--- config.mk ---
export PLATFORM = sky130hd
export DESIGN_NAME = clk_div_sched
export DESIGN_NICKNAME = d
export VERILOG_FILES = /design/src/rtl/clk_div_sched.sv
export SDC_FILE = /design/constraint.sdc
export NUM_CORES = 1
export LEC_CHECK = 0
export ABC_CLOCK_PERIOD_IN_PS = 4600
export BUFFER_PORTS_ARGS = -buffer_cell sky130_fd_sc_hd__buf_4
export CORE_UTILIZATION = 59
export CTS_CLUSTER_DIAMETER = 100
export CTS_CLUSTER_SIZE = 30
export DETAILED_ROUTE_END_ITERATION = 8
export GPL_TIMING_DRIVEN = 0
export MAX_ROUTING_LAYER = met4
export PLACE_DENSITY = 0.8
export SKIP_LAST_GASP = 1
export SLEW_MARGIN = 20
export SYNTH_ARGS = -nofsm -noshare
export SYNTH_HDL_FRONTEND = slang
export SYNTH_SLANG_ARGS = --single-unit
--- constraint.sdc ---
create_clock -name clk_in_i -period 4.6 [get_ports clk_in_i]
set_clock_uncertainty 0.1 [all_clocks]
set_input_delay 0.69 -clock clk_in_i [delete_from_list [all_inputs] [get_ports clk_in_i]]
set_output_delay 0.69 -clock clk_in_i [all_outputs]
set_load 0.01 [all_outputs]
--- src/rtl/clk_div_sched.sv ---
// Purpose : run-time scheduler for an integer clock divider; produces clk_out/tick
//           and switches divisor or stops only at output-period boundaries.
// Latency : a request transferred at edge E takes effect at the first period
//           boundary at or after E; outputs are registered (one cycle after state).
// Backpressure: cfg_ready_o drops while one accepted request waits for the boundary.
// Ports   : clk_in_i/reset_i    clock and synchronous active-high reset
//           cfg_*_i/cfg_ready_o  divisor/enable request handshake, cfg_err_o reject pulse
//           clk_out_o/tick_o     divided clock and first-cycle-of-period strobe
//           running_o/cur_div_o  divider status and divisor in effect
module clk_div_sched #(
    parameter int W           = 8,
    parameter int DEFAULT_DIV = 3,
    parameter bit AUTO_START  = 1'b0
) (
    input  logic         clk_in_i,
    input  logic         reset_i,
    input  logic         cfg_valid_i,
    output logic         cfg_ready_o,
    input  logic [W-1:0] cfg_div_i,
    input  logic         cfg_en_i,
    output logic         cfg_err_o,
    output logic         clk_out_o,
    output logic         tick_o,
    output logic         running_o,
    output logic [W-1:0] cur_div_o
);

    typedef enum logic [1:0] {
        IDLE  = 2'd0,
        RUN   = 2'd1,
        DRAIN = 2'd2
    } state_t;

    localparam logic [W-1:0] DEF_DIV = W'(DEFAULT_DIV);
    localparam logic [W-1:0] ONE     = W'(1);
    localparam logic [W-1:0] TWO     = W'(2);

    state_t       state_q, state_d;
    logic [W-1:0] cnt_q, cnt_d;
    logic [W-1:0] cur_div_q, cur_div_d;
    logic         pend_en_q, pend_en_d;
    logic [W-1:0] pend_div_q, pend_div_d;
    logic         clk_out_q, clk_out_d;
    logic         tick_q, tick_d;
    logic         cfg_err_q, cfg_err_d;

    logic accept;
    logic req_ok;
    logic at_end;

    // ceil(n/2) without needing an extra bit: n=2^W-1 gives 2^(W-1), which fits.
    function automatic logic [W-1:0] high_len(input logic [W-1:0] n);
        return (n >> 1) + {{(W-1){1'b0}}, n[0]};
    endfunction

    // State register
    always_ff @(posedge clk_in_i) begin
        if (reset_i) begin
            state_q    <= AUTO_START ? RUN : IDLE;
            // Auto-start parks the counter on the last slot so the first real
            // period begins on the edge after reset is released.
            cnt_q      <= AUTO_START ? (DEF_DIV - ONE) : '0;
            cur_div_q  <= DEF_DIV;
            pend_en_q  <= 1'b0;
            pend_div_q <= '0;
            clk_out_q  <= 1'b0;
            tick_q     <= 1'b0;
            cfg_err_q  <= 1'b0;
        end else begin
            state_q    <= state_d;
            cnt_q      <= cnt_d;
            cur_div_q  <= cur_div_d;
            pend_en_q  <= pend_en_d;
            pend_div_q <= pend_div_d;
            clk_out_q  <= clk_out_d;
            tick_q     <= tick_d;
            cfg_err_q  <= cfg_err_d;
        end
    end

    // Next-state logic
    always_comb begin
        accept     = cfg_valid_i && cfg_ready_o;
        req_ok     = accept && !(cfg_en_i && (cfg_div_i < TWO));
        at_end     = (cnt_q == (cur_div_q - ONE));

        state_d    = state_q;
        cnt_d      = cnt_q;
        cur_div_d  = cur_div_q;
        pend_en_d  = pend_en_q;
        pend_div_d = pend_div_q;
        // A rejected request only raises the error pulse; the divider keeps going.
        cfg_err_d  = accept && !req_ok;

        unique case (state_q)
            IDLE: begin
                if (req_ok && cfg_en_i) begin
                    state_d   = RUN;
                    cur_div_d = cfg_div_i;
                    cnt_d     = '0;
                end
            end
            RUN: begin
                if (at_end) begin
                    // Request landing on the boundary edge applies immediately.
                    cnt_d = '0;
                    if (req_ok) begin
                        if (cfg_en_i) cur_div_d = cfg_div_i;
                        else          state_d   = IDLE;
                    end
                end else begin
                    cnt_d = cnt_q + ONE;
                    if (req_ok) begin
                        state_d    = DRAIN;
                        pend_en_d  = cfg_en_i;
                        pend_div_d = cfg_div_i;
                    end
                end
            end
            DRAIN: begin
                if (at_end) begin
                    cnt_d = '0;
                    if (pend_en_q) begin
                        state_d   = RUN;
                        cur_div_d = pend_div_q;
                    end else begin
                        state_d = IDLE;
                    end
                end else begin
                    cnt_d = cnt_q + ONE;
                end
            end
            default: begin
                state_d = IDLE;
                cnt_d   = '0;
            end
        endcase

        // Waveform is registered from the next counter value so clk_out only
        // changes at c=0 and c=ceil(N/2).
        tick_d    = (state_d != IDLE) && (cnt_d == '0);
        clk_out_d = (state_d != IDLE) && (cnt_d < high_len(cur_div_d));
    end

    // Outputs
    always_comb begin
        cfg_ready_o = (state_q != DRAIN);
        running_o   = (state_q != IDLE);
        cur_div_o   = cur_div_q;
        clk_out_o   = clk_out_q;
        tick_o      = tick_q;
        cfg_err_o   = cfg_err_q;
    end

endmodule

; ---- After elaboration in Yosys (flattened, before gate mapping)
; Cells that the tools add are included.
[word_totals]
reg_bits = 30
input_bits = 12
out_inout_bits = 13
word_cells = 51
[classes]
n_addsub = 3
order_cmp = 2
eq_ne = 4
muxes = 18
bitwise_logic = 1
n_reduce_logical = 15
[op_table]
columns = cell, n
row1 = $mux W8, 8
row2 = $pmux W8 S3, 1
row3 = $pmux W8 S2, 1
row4 = $mux W2, 6
row5 = $add A7 B1 Y8, 1
row6 = $add A8 B1 Y8 const B, 1
row7 = $eq A8 B8 Y1, 1
row8 = $logic_not A8 Y1, 1
row9 = $lt A8 B2 Y1 const B, 1
row10 = $lt A8 B8 Y1, 1
row11 = $sub A8 B1 Y8 const B, 1
row12 = $logic_and A1 B1 Y1, 7
row13 = $pmux W2 S3, 1
row14 = $reduce_bool A2 Y1, 2
row15 = $reduce_and A3 Y1, 1
row16 = $eq A2 B1 Y1 const B, 1
row17 = $eq A2 B2 Y1 const B, 1
row18 = $logic_not A1 Y1, 2
row19 = $logic_not A2 Y1, 1
row20 = $ne A2 B2 Y1 const B, 1
row21 = $reduce_or A2 Y1, 1
row22 = $mux W1, 1
row23 = $not A1 Y1, 1

; ---- Longest topological paths before layout
[depth]
ltp_word = 10
depth_mapped = 22
mapped_depth_nobuf = 20

; ---- Least setup slack after synthesis
; OpenSTA, ideal clock, no wires.
[synth_timing]
kind = register to register
startpoint = register cur_div_q[0] (netlist: cur_div_o[0])
endpoint = register clk_out_q (netlist: clk_out_o)
setup_time_ps = 60
t_arrival_ps = 3804
required_time_ps = 4440
slack_ps = 637
path_stages_with_launch = 22
n_path_buf = 2
period_less_slack_ps = 3963
cell_sequence = dfxtp_1 -> buf_2 -> inv_1 -> ha_1 -> buf_2 -> o2111ai_2 -> o21ai_2 -> or4_4 -> o21ai_1 -> nand3b_1 -> nand2_1 -> o21ai_1 -> ha_1 -> ha_1 -> o21ai_1 -> nor2_1 -> xor2_1 -> ha_1 -> a21o_1 -> a21o_1 -> a21oi_1 -> o311a_1
[synth_via]
elab_chain_cells = 7
word_cells_on_any_way = 18
classes_between = add/sub (2) / order compare (1) / eq/ne (1) / mux (12) / reduce/logical (2)
[synth_lines]
columns = item, line
row1 = "start, declared", 40  ; logic [W-1:0] cur_div_q, cur_div_d;
row2 = "start signal, assigned", 72  ; cur_div_q <= cur_div_d;
row3 = $sub A8 B1 Y8 *, 85  ; at_end = (cnt_q == (cur_div_q - ONE));
row4 = $eq A8 B8 Y1 *, 85
row5 = "$mux W8, on equally long branches", "121, 104"
row6 = $pmux W8 S3 *, 95  ; unique case (state_q)
row7 = net cur_div_d[1], 40
row8 = $add A7 B1 Y8 *, 53  ; return (n >> 1) + {{(W-1){1'b0}}, n[0]};
row9 = $lt A8 B8 Y1 *, 142  ; clk_out_d = (state_d != IDLE) && (cnt_d < high_len(cur_div_d));
row10 = $logic_and A1 B1 Y1 *, 142
row11 = "end signal, assigned", 75  ; clk_out_q <= clk_out_d;
row12 = "end, declared", 43  ; logic clk_out_q, clk_out_d;
; The timed path passes the listed nets; every way through them passes the cells marked *.
; A chain may end at the register's enable or synchronous reset.

; ---- Worst setup path after layout
; Ends and elaborated chain as after synthesis.

==> reports/metrics.cfg <==
[place]
gp_congestion=0.915
port_buffers=24
hpwl_um=4310
post-place-ws_ps=74.4
dpl_cell_area_mm2=0.00246

[die]
design.core.area_mm2=0.00347
die_area_mm2=0.00402
die_h_um=63.4
io_pins=25
initial_core_util_pct=64.1
die_x_um=63.4
rows=21

[route]
wl_per_cell_um=16.4
drc=0
via_count=2150
routed_wirelength_um=5750
ant_nets=0
drt_pass1_iterations=5
drt_iter0_drc=210
viasPerCell=6.13

[sta]
rsz0062_at_grt=false
max_slew_margin_pct=62.5
max_freq_mhz=229
finalSetupViolCount=0
fin_crit_ps=4370
tightest_slew_ps=562
finalWorstSetupSlack_ps=233
fin_crit_sh_pct=94.9
tns_ps=0
finalHoldViolations=0
slew_viol_final=0

[logic_synthesis]
synth-compound-area-share_pct=21.1
synthSimpleGateAreaFrac_pct=27.9
avgSynthCellArea_um2=8.29
synth_top_family_by_area=simple AND/OR/NAND/NOR gates
synth.net_count=295
ys_types=59
ys_seq_area_share_pct=27.0
ys_ff_latch=30
netlist_area_mm2=0.00222
synth_xor_area_share_pct=5.91
synth_fa_ha_area_share_pct=8.45
synth_edf_count=0
ys_async_sr_fraction_pct=0
synthFlopType=dfxtp_1
synthCells=268
synth.area.mux_share_pct=4.95
synth_warnings=0

[clock_network]
ctsHoldBuffers=0
clock-sinks=30
cts_buffer_depth=2
cts_max_level=2
cts_tree=yes
clk_latency_ps=290
cts.root.buffer_cell=clkbuf_8
cts_buffers=5
clk_pin_slew_ps=70

[pwr]
power.total_mw=0.858
vdd_drop_max_uv=247
power.leakage_nw=1.17
power.density_mw_per_mm2=326

[layout]
antennaDiodeCount=0
drive_gt1_share_pct=22.3
syn2layout_area_growth_pct=18.4
nets=331
final_cell_area_mm2=0.00263

[setup_path]
end_kind=flip-flop
cp_max_fo=7
crit_type=reg2reg
critPathRequiredTime_ps=4730
crit_arrival_ps=4500
start_kind=flip-flop
r2r_slack_ps=230

[global_routing]
grt_first_pass_wirelength_um=9320
grt.total_usage_pct=31.5
grt_pass1_vias=1985
grt_max_degree=11
antenna_found_initial=0
gr-total-overflow=0

[status]
status=finished clean

[flow_run]
cap_violations=0

[min_path]
min_path_type=reg2reg

[metrics by stage]
step	utilization (%)	hold WS, ps	std cells
after floorplan	-	355	268
after global placement	70.9	368	338
after detailed placement	70.9	386	338
after CTS	73.7	404	346
after global routing	75.9	432	351
final	75.9	399	351
[cell families (layout without fill, tap and decap cells)]
family,after synthesis,in the layout
AO/OA/AOI/OAI,64,64
multiplexers,11,11
adder cells (fa/ha/maj),15,15
flip-flops,30,30
XOR/XNOR,15,15
buffers and inverters,25,62
AND/OR/NAND/NOR,108,108
[worst paths after layout]
| path | from | end | cells past startpoint |
|---|---|---|---|
| max | cur_div_o[0] | clk_out_o | 19 |
| min | pend_div_q[7] | pend_div_q[7] | 2 |
| max reg2reg | cur_div_o[0] | clk_out_o | 19 |
| min reg2reg | pend_div_q[7] | pend_div_q[7] | 2 |
[metal layers]
metal	share of wire, %	vias to the layer above	global-route usage [%]
met5	0	-	-
met4	2.4	0	13.9
met3	6.1	13	6.88
met2	45	75	47.1
met1	46	1003	40.4
li1	-	1059	-
[critical path, cell delays in order, from the launching register on]
cell and delay [ps]:
dfxtp_2 340, buf_6 130, inv_1 40, ha_1 310, xnor2_1 140, nor2_1 190
nand2_1 100, or4_4 590, nor3_4 300, a22oi_2 130, o21ai_1 190, ha_2 230
o21ai_1 110, nor4b_4 340, xor2_1 190, ha_1 260, a21o_1 160, a21o_1 180
a21oi_2 140, o311a_1 160
[Yosys cell counts (3+ instances only)]
master / instances / share of area (%)
a211oi_1: 3 / 1.0
a21oi_1: 13 / 2.9
a22oi_1: 3 / 1.0
a32oi_1: 5 / 2.0
and2_1: 3 / 0.84
and3_1: 5 / 1.4
buf_2: 8 / 1.8
clkbuf_1: 6 / 1.0
dfxtp_1: 30 / 27
ha_1: 15 / 8.4
inv_1: 11 / 1.9
mux2i_1: 11 / 5.0
nand2_1: 17 / 2.9
nand2b_1: 5 / 1.4
nand3_1: 8 / 1.8
nand3b_1: 5 / 1.7
nor2_1: 30 / 5.1
nor2b_1: 3 / 0.84
nor3_1: 9 / 2.0
nor4_2: 3 / 1.7
o21ai_0: 6 / 1.4
o21ai_1: 9 / 2.0
xnor2_1: 9 / 3.5
xor2_1: 6 / 2.4
[cell usage in the layout, fill, tap and decap left out, types with 3 or more instances in the layout]
cell type  synthesis  final
xnor2_1            9      9
nand3b_1           5      5
and2_1             3      3
o21ai_0            6      5
nand3_1            8      8
nor3_1             9      8
xor2_1             6      6
clkbuf_1           6      6
a32oi_1            5      5
nor4_2             3      3
buf_4              0     29
and3_1             5      5
nor2_1            30     30
dfxtp_1           30     28
a21oi_1           13     12
inv_1             11     11
buf_2              8      7
mux2i_1           11     11
clkbuf_8           0      6
nand2_1           17     16
ha_1              15     14
a211oi_1           3      3
o21ai_1            9     10
nor2b_1            3      3
nand2b_1           5      5
[area by class of cell]
type,instances,area [µm²]
buffer,14,68.8
tap,46,57.6
clock buffer,6,82.6
fill,284,837
sequential,30,603
timing repair buffer,29,218
inverter,11,41.3
clock inverter,2,12.5
multi-input combinational,213,1550
[power breakdown]
| group | internal (mW) | switching [mW] | leakage, nW |
|---|---|---|---|
| clock network | 0.120 | 0.108 | 0.0472 |
| registers | 0.281 | 0.0181 | 0.243 |
| logic | 0.139 | 0.192 | 0.883 |
| total | 0.539 | 0.318 | 1.17 |
[flip-flops by register name, indices dropped and copies added (netlist names)]
signal	flops
pend_div_q	8
cur_div_o	8
cnt_q	8
clk_out_o	1
tick_o	1
cfg_err_o	1
pend_en_q	1
state_q	2
[timing repair]
item / in CTS / in global routing
setup endpoints to repair: 0 / 1
buffers inserted: 0 / 5
gates resized for setup: 0 / 13
Power figures use the tool's default switching activity.
